===== config.mk =====
export PLATFORM = sky130hd
export DESIGN_NAME = hough_peak_scanner
export DESIGN_NICKNAME = d
export VERILOG_FILES = /design/src/rtl/hough_pkg.sv /design/src/rtl/hough_peak_tracker.sv /design/src/rtl/hough_peak_scanner.sv
export SDC_FILE = /design/constraint.sdc
export NUM_CORES = 1
export LEC_CHECK = 0
export BUFFER_PORTS_ARGS = -buffer_cell sky130_fd_sc_hd__buf_2
export CORE_MARGIN = 5
export CORE_UTILIZATION = 60
export DETAILED_ROUTE_END_ITERATION = 6
export HOLD_SLACK_MARGIN = 0.06
export PLACE_DENSITY = 0.82
export SETUP_SLACK_MARGIN = 0.5
export SLEW_MARGIN = 20
export SYNTH_ARGS = -nofsm -noshare
export SYNTH_HDL_FRONTEND = slang
export SYNTH_SLANG_ARGS = --single-unit

===== constraint.sdc =====
create_clock -name clk -period 6.14 [get_ports clk]
set_clock_uncertainty 0.05 [all_clocks]
set_input_delay 0.921 -clock clk [delete_from_list [all_inputs] [get_ports clk]]
set_output_delay 0.921 -clock clk [all_outputs]
set_load 0.02 [all_outputs]

===== src/rtl/hough_pkg.sv =====
// Shared constants and FSM encoding for the Hough accumulator peak scanner.
package hough_pkg;

   localparam int ROW_LENGTH = 450;
   localparam int COL_LENGTH = 290;
   localparam int COL_BIAS   = 95;
   localparam int ROW_BIAS   = 95;
   localparam int TOTAL      = ROW_LENGTH * COL_LENGTH;

   localparam int ADDR_W = 18;
   localparam int VOTE_W = 4;
   localparam int X_W    = 10;
   localparam int Y_W    = 9;

   typedef enum logic [1:0] {
      ST_IDLE  = 2'd0,
      ST_SCAN  = 2'd1,
      ST_DRAIN = 2'd2,
      ST_DONE  = 2'd3
   } state_t;

endpackage


===== src/rtl/hough_peak_tracker.sv =====
// Running-maximum tracker: keeps the first cell in scan order holding the
// strictly largest vote count seen since the last init.
module hough_peak_tracker
   import hough_pkg::*;
(
   input  logic              clk,
   input  logic              rst_n,
   input  logic              init,
   input  logic              valid,
   input  logic [VOTE_W-1:0] votes,
   input  logic [X_W-1:0]    col,
   input  logic [Y_W-1:0]    row,
   output logic [VOTE_W-1:0] best_votes,
   output logic [X_W-1:0]    best_col,
   output logic [Y_W-1:0]    best_row
);

   always_ff @(posedge clk or negedge rst_n) begin
      if (!rst_n) begin
         best_votes <= '0;
         best_col   <= '0;
         best_row   <= '0;
      end else if (init) begin
         best_votes <= '0;
         best_col   <= '0;
         best_row   <= '0;
      end else if (valid && (votes > best_votes)) begin
         // strict compare: ties keep the earlier cell
         best_votes <= votes;
         best_col   <= col;
         best_row   <= row;
      end
   end

endmodule


===== src/rtl/hough_peak_scanner.sv =====
// Scans a Hough accumulator BRAM in row-major order, reports the peak cell and
// optionally zeroes every cell one cycle behind the read stream.
module hough_peak_scanner #(
   parameter int ROW_LENGTH = hough_pkg::ROW_LENGTH,
   parameter int COL_LENGTH = hough_pkg::COL_LENGTH,
   parameter int COL_BIAS   = hough_pkg::COL_BIAS,
   parameter int ROW_BIAS   = hough_pkg::ROW_BIAS
) (
   input  logic                         clk,
   input  logic                         rst_n,
   input  logic                         start,
   input  logic                         clear_en,
   output logic [hough_pkg::ADDR_W-1:0] rd_addr,
   input  logic [hough_pkg::VOTE_W-1:0] rd_data,
   output logic [hough_pkg::ADDR_W-1:0] wr_addr,
   output logic [hough_pkg::VOTE_W-1:0] wr_data,
   output logic                         wr_en,
   output logic                         busy,
   output logic                         done,
   output logic [hough_pkg::X_W-1:0]    peak_x,
   output logic [hough_pkg::Y_W-1:0]    peak_y,
   output logic [hough_pkg::VOTE_W-1:0] peak_votes,
   output logic                         peak_valid
);

   import hough_pkg::*;

   localparam logic [ADDR_W-1:0] LAST_ADDR = ADDR_W'(ROW_LENGTH * COL_LENGTH - 1);
   localparam logic [X_W-1:0]    COL_LAST  = X_W'(ROW_LENGTH - 1);

   state_t              state;
   logic                clear_mode;
   logic [X_W-1:0]      col;
   logic [Y_W-1:0]      row;
   logic [X_W-1:0]      cons_col;
   logic [Y_W-1:0]      cons_row;
   logic                cons_valid;
   logic                cons_last;
   logic                last_absorbed;
   logic                accept;
   logic [VOTE_W-1:0]   best_votes;
   logic [X_W-1:0]      best_col;
   logic [Y_W-1:0]      best_row;

   assign accept  = (state == ST_IDLE) && start;
   assign wr_data = '0;

   hough_peak_tracker u_tracker (
      .clk        (clk),
      .rst_n      (rst_n),
      .init       (accept),
      .valid      (cons_valid),
      .votes      (rd_data),
      .col        (cons_col),
      .row        (cons_row),
      .best_votes (best_votes),
      .best_col   (best_col),
      .best_row   (best_row)
   );

   always_ff @(posedge clk or negedge rst_n) begin
      if (!rst_n) begin
         state         <= ST_IDLE;
         clear_mode    <= 1'b0;
         col           <= '0;
         row           <= '0;
         cons_col      <= '0;
         cons_row      <= '0;
         cons_valid    <= 1'b0;
         cons_last     <= 1'b0;
         last_absorbed <= 1'b0;
         rd_addr       <= '0;
         wr_addr       <= '0;
         wr_en         <= 1'b0;
         busy          <= 1'b0;
         done          <= 1'b0;
         peak_x        <= '0;
         peak_y        <= '0;
         peak_votes    <= '0;
         peak_valid    <= 1'b0;
      end else begin
         cons_valid    <= 1'b0;
         cons_last     <= 1'b0;
         wr_en         <= 1'b0;
         done          <= 1'b0;
         // one cycle after the final word is consumed the tracker holds the answer
         last_absorbed <= cons_last;
         case (state)
            ST_IDLE: begin
               if (start) begin
                  state      <= ST_SCAN;
                  busy       <= 1'b1;
                  clear_mode <= clear_en;
                  rd_addr    <= '0;
                  col        <= '0;
                  row        <= '0;
               end
            end
            ST_SCAN: begin
               cons_valid <= 1'b1;
               cons_col   <= col;
               cons_row   <= row;
               wr_en      <= clear_mode;
               if (clear_mode) wr_addr <= rd_addr;
               if (rd_addr == LAST_ADDR) begin
                  cons_last <= 1'b1;
                  state     <= ST_DRAIN;
               end else begin
                  rd_addr <= rd_addr + ADDR_W'(1);
                  if (col == COL_LAST) begin
                     col <= '0;
                     row <= row + Y_W'(1);
                  end else begin
                     col <= col + X_W'(1);
                  end
               end
            end
            ST_DRAIN: begin
               if (last_absorbed) begin
                  state      <= ST_DONE;
                  done       <= 1'b1;
                  peak_x     <= best_col + X_W'(COL_BIAS);
                  peak_y     <= best_row + Y_W'(ROW_BIAS);
                  peak_votes <= best_votes;
                  peak_valid <= (best_votes != '0);
               end
            end
            ST_DONE: begin
               state <= ST_IDLE;
               busy  <= 1'b0;
            end
            default: state <= ST_IDLE;
         endcase
      end
   end

endmodule


==> impl_results.md, run 1 <==
* Final core occ at 71.0%
* DIE HEIGHT at between 100 and 150 microns
* Hold crit path type: reg -> reg
* Layout cells sized above 1 at 22.0%
* Max-slew violations at 0
* Maximum vdd drop at 0.190 mV
* Total clock sinks at between 100 and 150
* Drt wl/cell at ~16 microns
* Period utilization at 55.8%
* Core box area at just over 10000 sq um
* WHS at 0.304 ns
* Share of power burned in the clock network at a little under half
* Gr ovfl total at 0
* Max transition margin at roughly two fifths
* First-pass GRT wire length at roughly 23 mm
* Via density at 5.89
* FFs w/ async S/R, synth at 100%
* RePlAce Congestion at 0.879
* Synth cell types at 62
* # placed instances at 799
* Min-Delay Endpoint: last_absorbed
* Status: complete, no violations
* Clk Latency, worst-skew pair at between 0.5 and 0.6 ns
* Comb pwr share at 10.1%
* Startpoint Class: register
* Initial antenna violation count at 0
* Worst reg2reg endpoint: rd_addr[8]
* R2R Path Start: state[1]
* Antenna Nets Post-Route at 0
* Setup TNS at 0 ns
* Register area share after synthesis at 50.9%
* Unrepaired setup endpoints after global routing: false
* Sw Share at between 20% and 30%
* Slew @ Worst Pin at 0.914 ns
* Setup-failing EPs final at 0
* Drt pass-1 iters at 5
* CP arrival at 3.74 ns
* Clk pin slew, worst setup/hold paths at 0.06 ns
* CTS tree: yes
* Ant. Diodes at 0
* Min-delay src: cons_last
* Non-Filler Instances at ~830
* Post-synth EDFFs at 0
* IO Port Bufs at 70
* CP Capture Type: register
* Max Used Layer: met4
* Number of global-route vias before repair at ~4900
* YS warnings at 0
* Metal2 WL at 6.58 mm
* Layout net count at 705
* H-tree depth at 4
* Post-CTS setup buffers at 0
* Setup ws final at roughly 2.7 ns
* Post-route DRC at 0
* Max Freq at 292 MHz
* Routed Wire Length at 13.3 mm
* Post-Syn Area at around 6400 sq um
* Yosys reg bits at between 100 and 150
* Resized Gates After CTS at 0
* Initial cell density of the core at 61.7%
* Final Hold Vio Count at 0
* Vias at 4891
* Mapped Cells at 628
* Overall Power at roughly 2.1 mW
* CP Class: reg -> reg
* CP Data Required Time at about 6.5 ns
* Hold depth at 0
* WL met3 at around 750 microns
* Total CTS buffers at 17
* Seq pwr share at a little over two fifths
* Crit path from: state[1]
* GRT Resource Usage Total at 22.2%
* Final Critical Period at approximately 3.4 ns
* Wire length on met1 at 5.75 mm
* Root Buffer: clkbuf_8
* Worst reg2reg path depth at 7
* Worst-path fanout max at 53
* Clock Path Buffers at 2
* Number of core rows at 37
* Worst slack, placed at 2.76 ns
* Largest net degree at the start of global routing at between 90 and 100
* PD cells at 284 nW/um^2
* Fillers at 758
* Die area at around 13000 sq um
* Post-route cell area at 7360 sq um
* Die width at 113 microns
* Net Sw Power at 0.516 mW
* Syn avg cell area at 10.2 sq um
* Post-Place Cell Area at 6780 sq um
* Detailed placement HPWL at 8.70 mm
* Top FF cell, synth: dfrtp_1
* Initial DRC Count at 429
* Max Cap Viol at 0
* R2R setup slack at approximately 2.7 ns
* Layout area overhead at 15.1%
* # hold bufs at CTS at 0
* Leak at 3.70 nW
* Int Power at 1.57 mW
* # IOs at 75
cell families (layout without fill, tap and decap cells):
kind of cell | after synthesis | in the layout | synth area share, %
xor gates and xnor gates | 13 | 13 | 1.78
and+or+nand+nor | 219 | 219 | 17.1
muxes | 65 | 65 | 10.9
other | 1 | 4 | 0.0586
buffers and inverters | 69 | 133 | 4.72
DFF | 130 | 130 | 50.9
adders and majority gates | 15 | 15 | 2.93
AOI/OAI and AO/OA | 116 | 116 | 11.6
sequential cells by signal, summed over array words and instances (netlist names), 2 cells and up:
name                  flops
cons_row                  9
peak_votes                4
col                      10
u_tracker.best_votes      4
peak_y                    9
u_tracker.best_col       10
peak_x                   10
u_tracker.best_row        9
wr_addr                  18
cons_col                 10
state                     2
row                       9
rd_addr                  18
critical path, cell delays in order, from the launching register on:
cell      delay, ns
dfrtp_1        0.41
inv_1          0.12
ha_2           0.17
buf_4          0.45
inv_1          0.46
nor3_4         0.87
or2b_1         0.52
o221ai_1       0.20
cell usage after synthesis (14+ instances only):
master,number,area [sq um]
clkbuf_1,26,97.6
dfrtp_1,130,3250
ha_1,15,188
inv_1,24,90.1
mux2_2,36,405
mux2i_1,28,280
nand2_1,101,379
nand3_1,18,90.1
nor2_1,21,78.8
nor3_1,19,95.1
o21ai_0,50,250
o31ai_1,14,105
cell type report:
type	count	area (sq um)	share of cell area [%]
Clock buffer	20	445	6.05
Sequential cell	130	3250	44.2
Timing Repair Buffer	77	409	5.56
Inverter	24	90.1	1.22
Clock inverter	12	134	1.82
Multi-Input combinational cell	432	2860	38.8
Tap cell	136	170	2.31
cells in the final DEF (no fill, tap or decap), types with 14 or more instances in the layout:
cell and n:
o31ai_1 14, mux2_2 36, clkbuf_16 16, inv_1 24, o21ai_0 50, nand3_1 18, nor3_1 19, ha_1 14
dfrtp_1 130, nor2_1 21, nand2_1 101, buf_2 69, mux2i_1 28
per-layer routing:
layer  track usage, %  vias up
li1                 -     2327
met1             28.6     2375
met2             35.8      164
met3             6.20       25
met4             8.65        0
met5                0        -
power by group through the flow:
stage | clock [mW] | combinational, mW | sequential [mW]
detailed placement | 0 | 0.208 | 0.922
global route | 1.03 | 0.232 | 0.912
CTS | 0.983 | 0.213 | 0.908
floorplan | 0 | 0.161 | 0.916
finish | 0.970 | 0.211 | 0.908
global placement | 0 | 0.200 | 0.921
worst max-delay path by stage:
stage                                        to  slack, ns  depth (start not counted)
final                                rd_addr[8]       2.72                          7
after global routing                 rd_addr[8]       2.50                          7
after CTS                            rd_addr[8]       2.75                          7
after detailed placement             rd_addr[8]       2.76                          7
after global placement                   row[3]       2.96                          7
after floorplan           u_tracker.best_col[0]       3.66                          7
(Power assumes the default switching activity.)
==> run 2, diff against run 1 <==
- CORE_UTILIZATION: 60 -> 58
- PLACE_DENSITY: 0.82 -> 0.79
- clock period: 6.14 -> 3.3 ns (I/O delays scaled with it)
==> impl_results.md, run 2 (synthesized netlist as in run 1, its figures left out) <==
* Clock Path Buffers at 2
* Multi-input gate area at 2860 sq um
* Post-route DRC at 0
* CP Class: reg -> reg
* Layout net count at 715
* CP Cell Sequence: ha_1 -> nor4bb_1 -> nand3b_1 -> nor3_4 -> buf_4 -> or3_1 -> o31ai_1
* Maximum vdd drop at around 0.35 mV
* WHS at 0.188 ns
* Largest net degree at the start of global routing at between 50 and 60
* Slew @ Worst Pin at roughly 0.85 ns
* R2R Path Start: rd_addr[1]
* Via density at 5.79
* Worst reg2reg path depth at 7
* WP depth at 7
* Total CTS buffers at 17
* Die area at 13200 sq um
* Vias at 4889
* Initial cell density of the core at 59.0%
* End point of the critical path: col[7]
* Total clock sinks at 130
* Routed Wire Length at 13.6 mm
* Overall Power at 3.81 mW
* Setup ws final at 0.731 ns
* CP Data Required Time at between 3 and 4 ns
* Max incr delay on CP at 0.46 ns
* Detailed placement HPWL at 9.42 mm
* Commonest non-fill, non-tap cell in the layout: dfrtp_1
* Seq pwr share at 44.4%
* CP Capture Type: register
* Antenna Nets Post-Route at 0
* Layout cells sized above 1 at 22.9%
* Max transition margin at 43.2%
* # IOs at 75
* Hold crit path type: in -> reg
* Gr ovfl total at 0
* Seq. cell area at 3250 sq um
* Die width at 115 microns
* GRT Resource Usage Total at 22.0%
* Max-slew violations at 0
* Worst reg2reg endpoint: col[7]
* DIE HEIGHT at 115 microns
* Most frequent cells in the layout: dfrtp_1 (130), nand2_1 (101), buf_2 (69), o21ai_0 (50), mux2_2 (36)
* Worst-path fanout max at 11
* RePlAce Congestion at 0.899
* PD cells at 513 nW/um^2
* Number of global-route vias before repair at about 5000
* Max Cap Viol at 0
* CTS tree: yes
* Net Sw Power at 0.916 mW
* Unrepaired setup endpoints after global routing: false
* Int Power at just under 3 mW
* Crit-path leading delay family: simple AND/OR/NAND/NOR gates
* Leak at between 3 and 4 nW
* CP arrival at around 2.9 ns
* Drt pass-1 iters at 5
* Slowest CP cell: dfrtp_1
* Comb pwr share at a little over a tenth
* H-tree depth at 4
* Startpoint Class: register
* # placed instances at 812
* Clk Latency, worst-skew pair at 0.52 ns
* IO Port Bufs at 70
* Share of power burned in the clock network at 45.3%
* Status: complete, no violations
* Post-CTS setup buffers at 0
* Setup-failing EPs final at 0
* Clk pin slew, worst setup/hold paths at 0.06 ns
* R2R setup slack at 0.73 ns
* Sw Share at 24.1%
* Initial DRC Count at 329
* Core box area at 10800 sq um
* Initial antenna violation count at 0
* Period utilization at 77.9%
* Layout area overhead at 15.9%
* Worst slack, placed at approximately 0.67 ns
* Final Hold Vio Count at 0
* First-pass GRT wire length at 23.4 mm
* Ant. Diodes at 0
* WP buf/inv at 1
* Fillers at 825
* Final Critical Period at 2.57 ns
* Non-Filler Instances at approximately 840
* Max Freq at 389 MHz
* Drt wl/cell at ~16 microns
* Number of core rows at 38
* Setup TNS at 0 ns
* Crit path from: rd_addr[1]
* Regs by FF count: rd_addr x18, wr_addr x18
* Root Buffer: clkbuf_8
[run 2: cell count changes in the layout (fill, tap and decap cells not counted), sizes merged]
cell,change
clkinvlp,-1
bufinv,-1
buf,+9
dlygate4sd3,+1
clkbuf,+3
clkinv,-2
[run 2: through the flow]
step                area [sq um]  utilization [%]
detailed placement          6850             63.2
finish                      7410             68.4
CTS                         7410             68.4
floorplan                   6410                -
global route                7410             68.4
global placement            6850             63.2
[run 2: worst min path at each step]
stage | from | endpoint | slack [ns] | cells past startpoint
floorplan | rst_n | busy | 0.15 | 0
global placement | cons_last | last_absorbed | 0.31 | 0
detailed placement | cons_last | last_absorbed | 0.31 | 0
CTS | clear_en | clear_mode | 0.17 | 2
global route | clear_en | clear_mode | 0.18 | 2
finish | rd_data[1] | u_tracker.best_votes[1] | 0.19 | 3
[run 2: metal layers]
metal / vias up / part of all wire, % / wire, microns / GRT usage [%]
met1: 2376 / 44 / 5930 / 28.3
li1: 2336 / - / - / -
met5: - / 0 / 0 / 0
met2: 153 / 49 / 6660 / 36.3
met3: 24 / 5.5 / 740 / 5.42
met4: 0 / 1.8 / 239 / 7.82
[run 2: worst min-delay path: cells and delay by family]
family | cells | cell delay, ns
and+or+nand+nor | 1 | 0.05
muxes | 1 | 0.06
buffers and inverters | 1 | 0.11
[run 2: final cells by class]
class,count,share of cell area [%]
Sequential cell,130,43.9
Multi-Input combinational cell,432,38.5
Timing Repair Buffer,87,6.51
Clock buffer,23,6.43
Tap cell,140,2.36
Inverter,24,1.22
Clock inverter,8,1.06
[run 2: power by group through the flow]
stage | Clock (mW) | Sequential (mW) | Combinational, mW
2_1_floorplan | 0 | 1.70 | 0.300
3_3_place_gp | 0 | 1.71 | 0.376
3_5_place_dp | 0 | 1.72 | 0.397
4_1_cts | 1.75 | 1.69 | 0.400
5_1_grt | 1.83 | 1.69 | 0.437
6_report | 1.72 | 1.69 | 0.395
[run 2: what timing repair did]
| action | in CTS | in global routing |
|---|---|---|
| endpoints found under the hold margin | 53 | 0 |
| resized for setup | 0 | 2 |
| hold buffers | 1 | 0 |
| endpoints found under the setup margin | 0 | 16 |
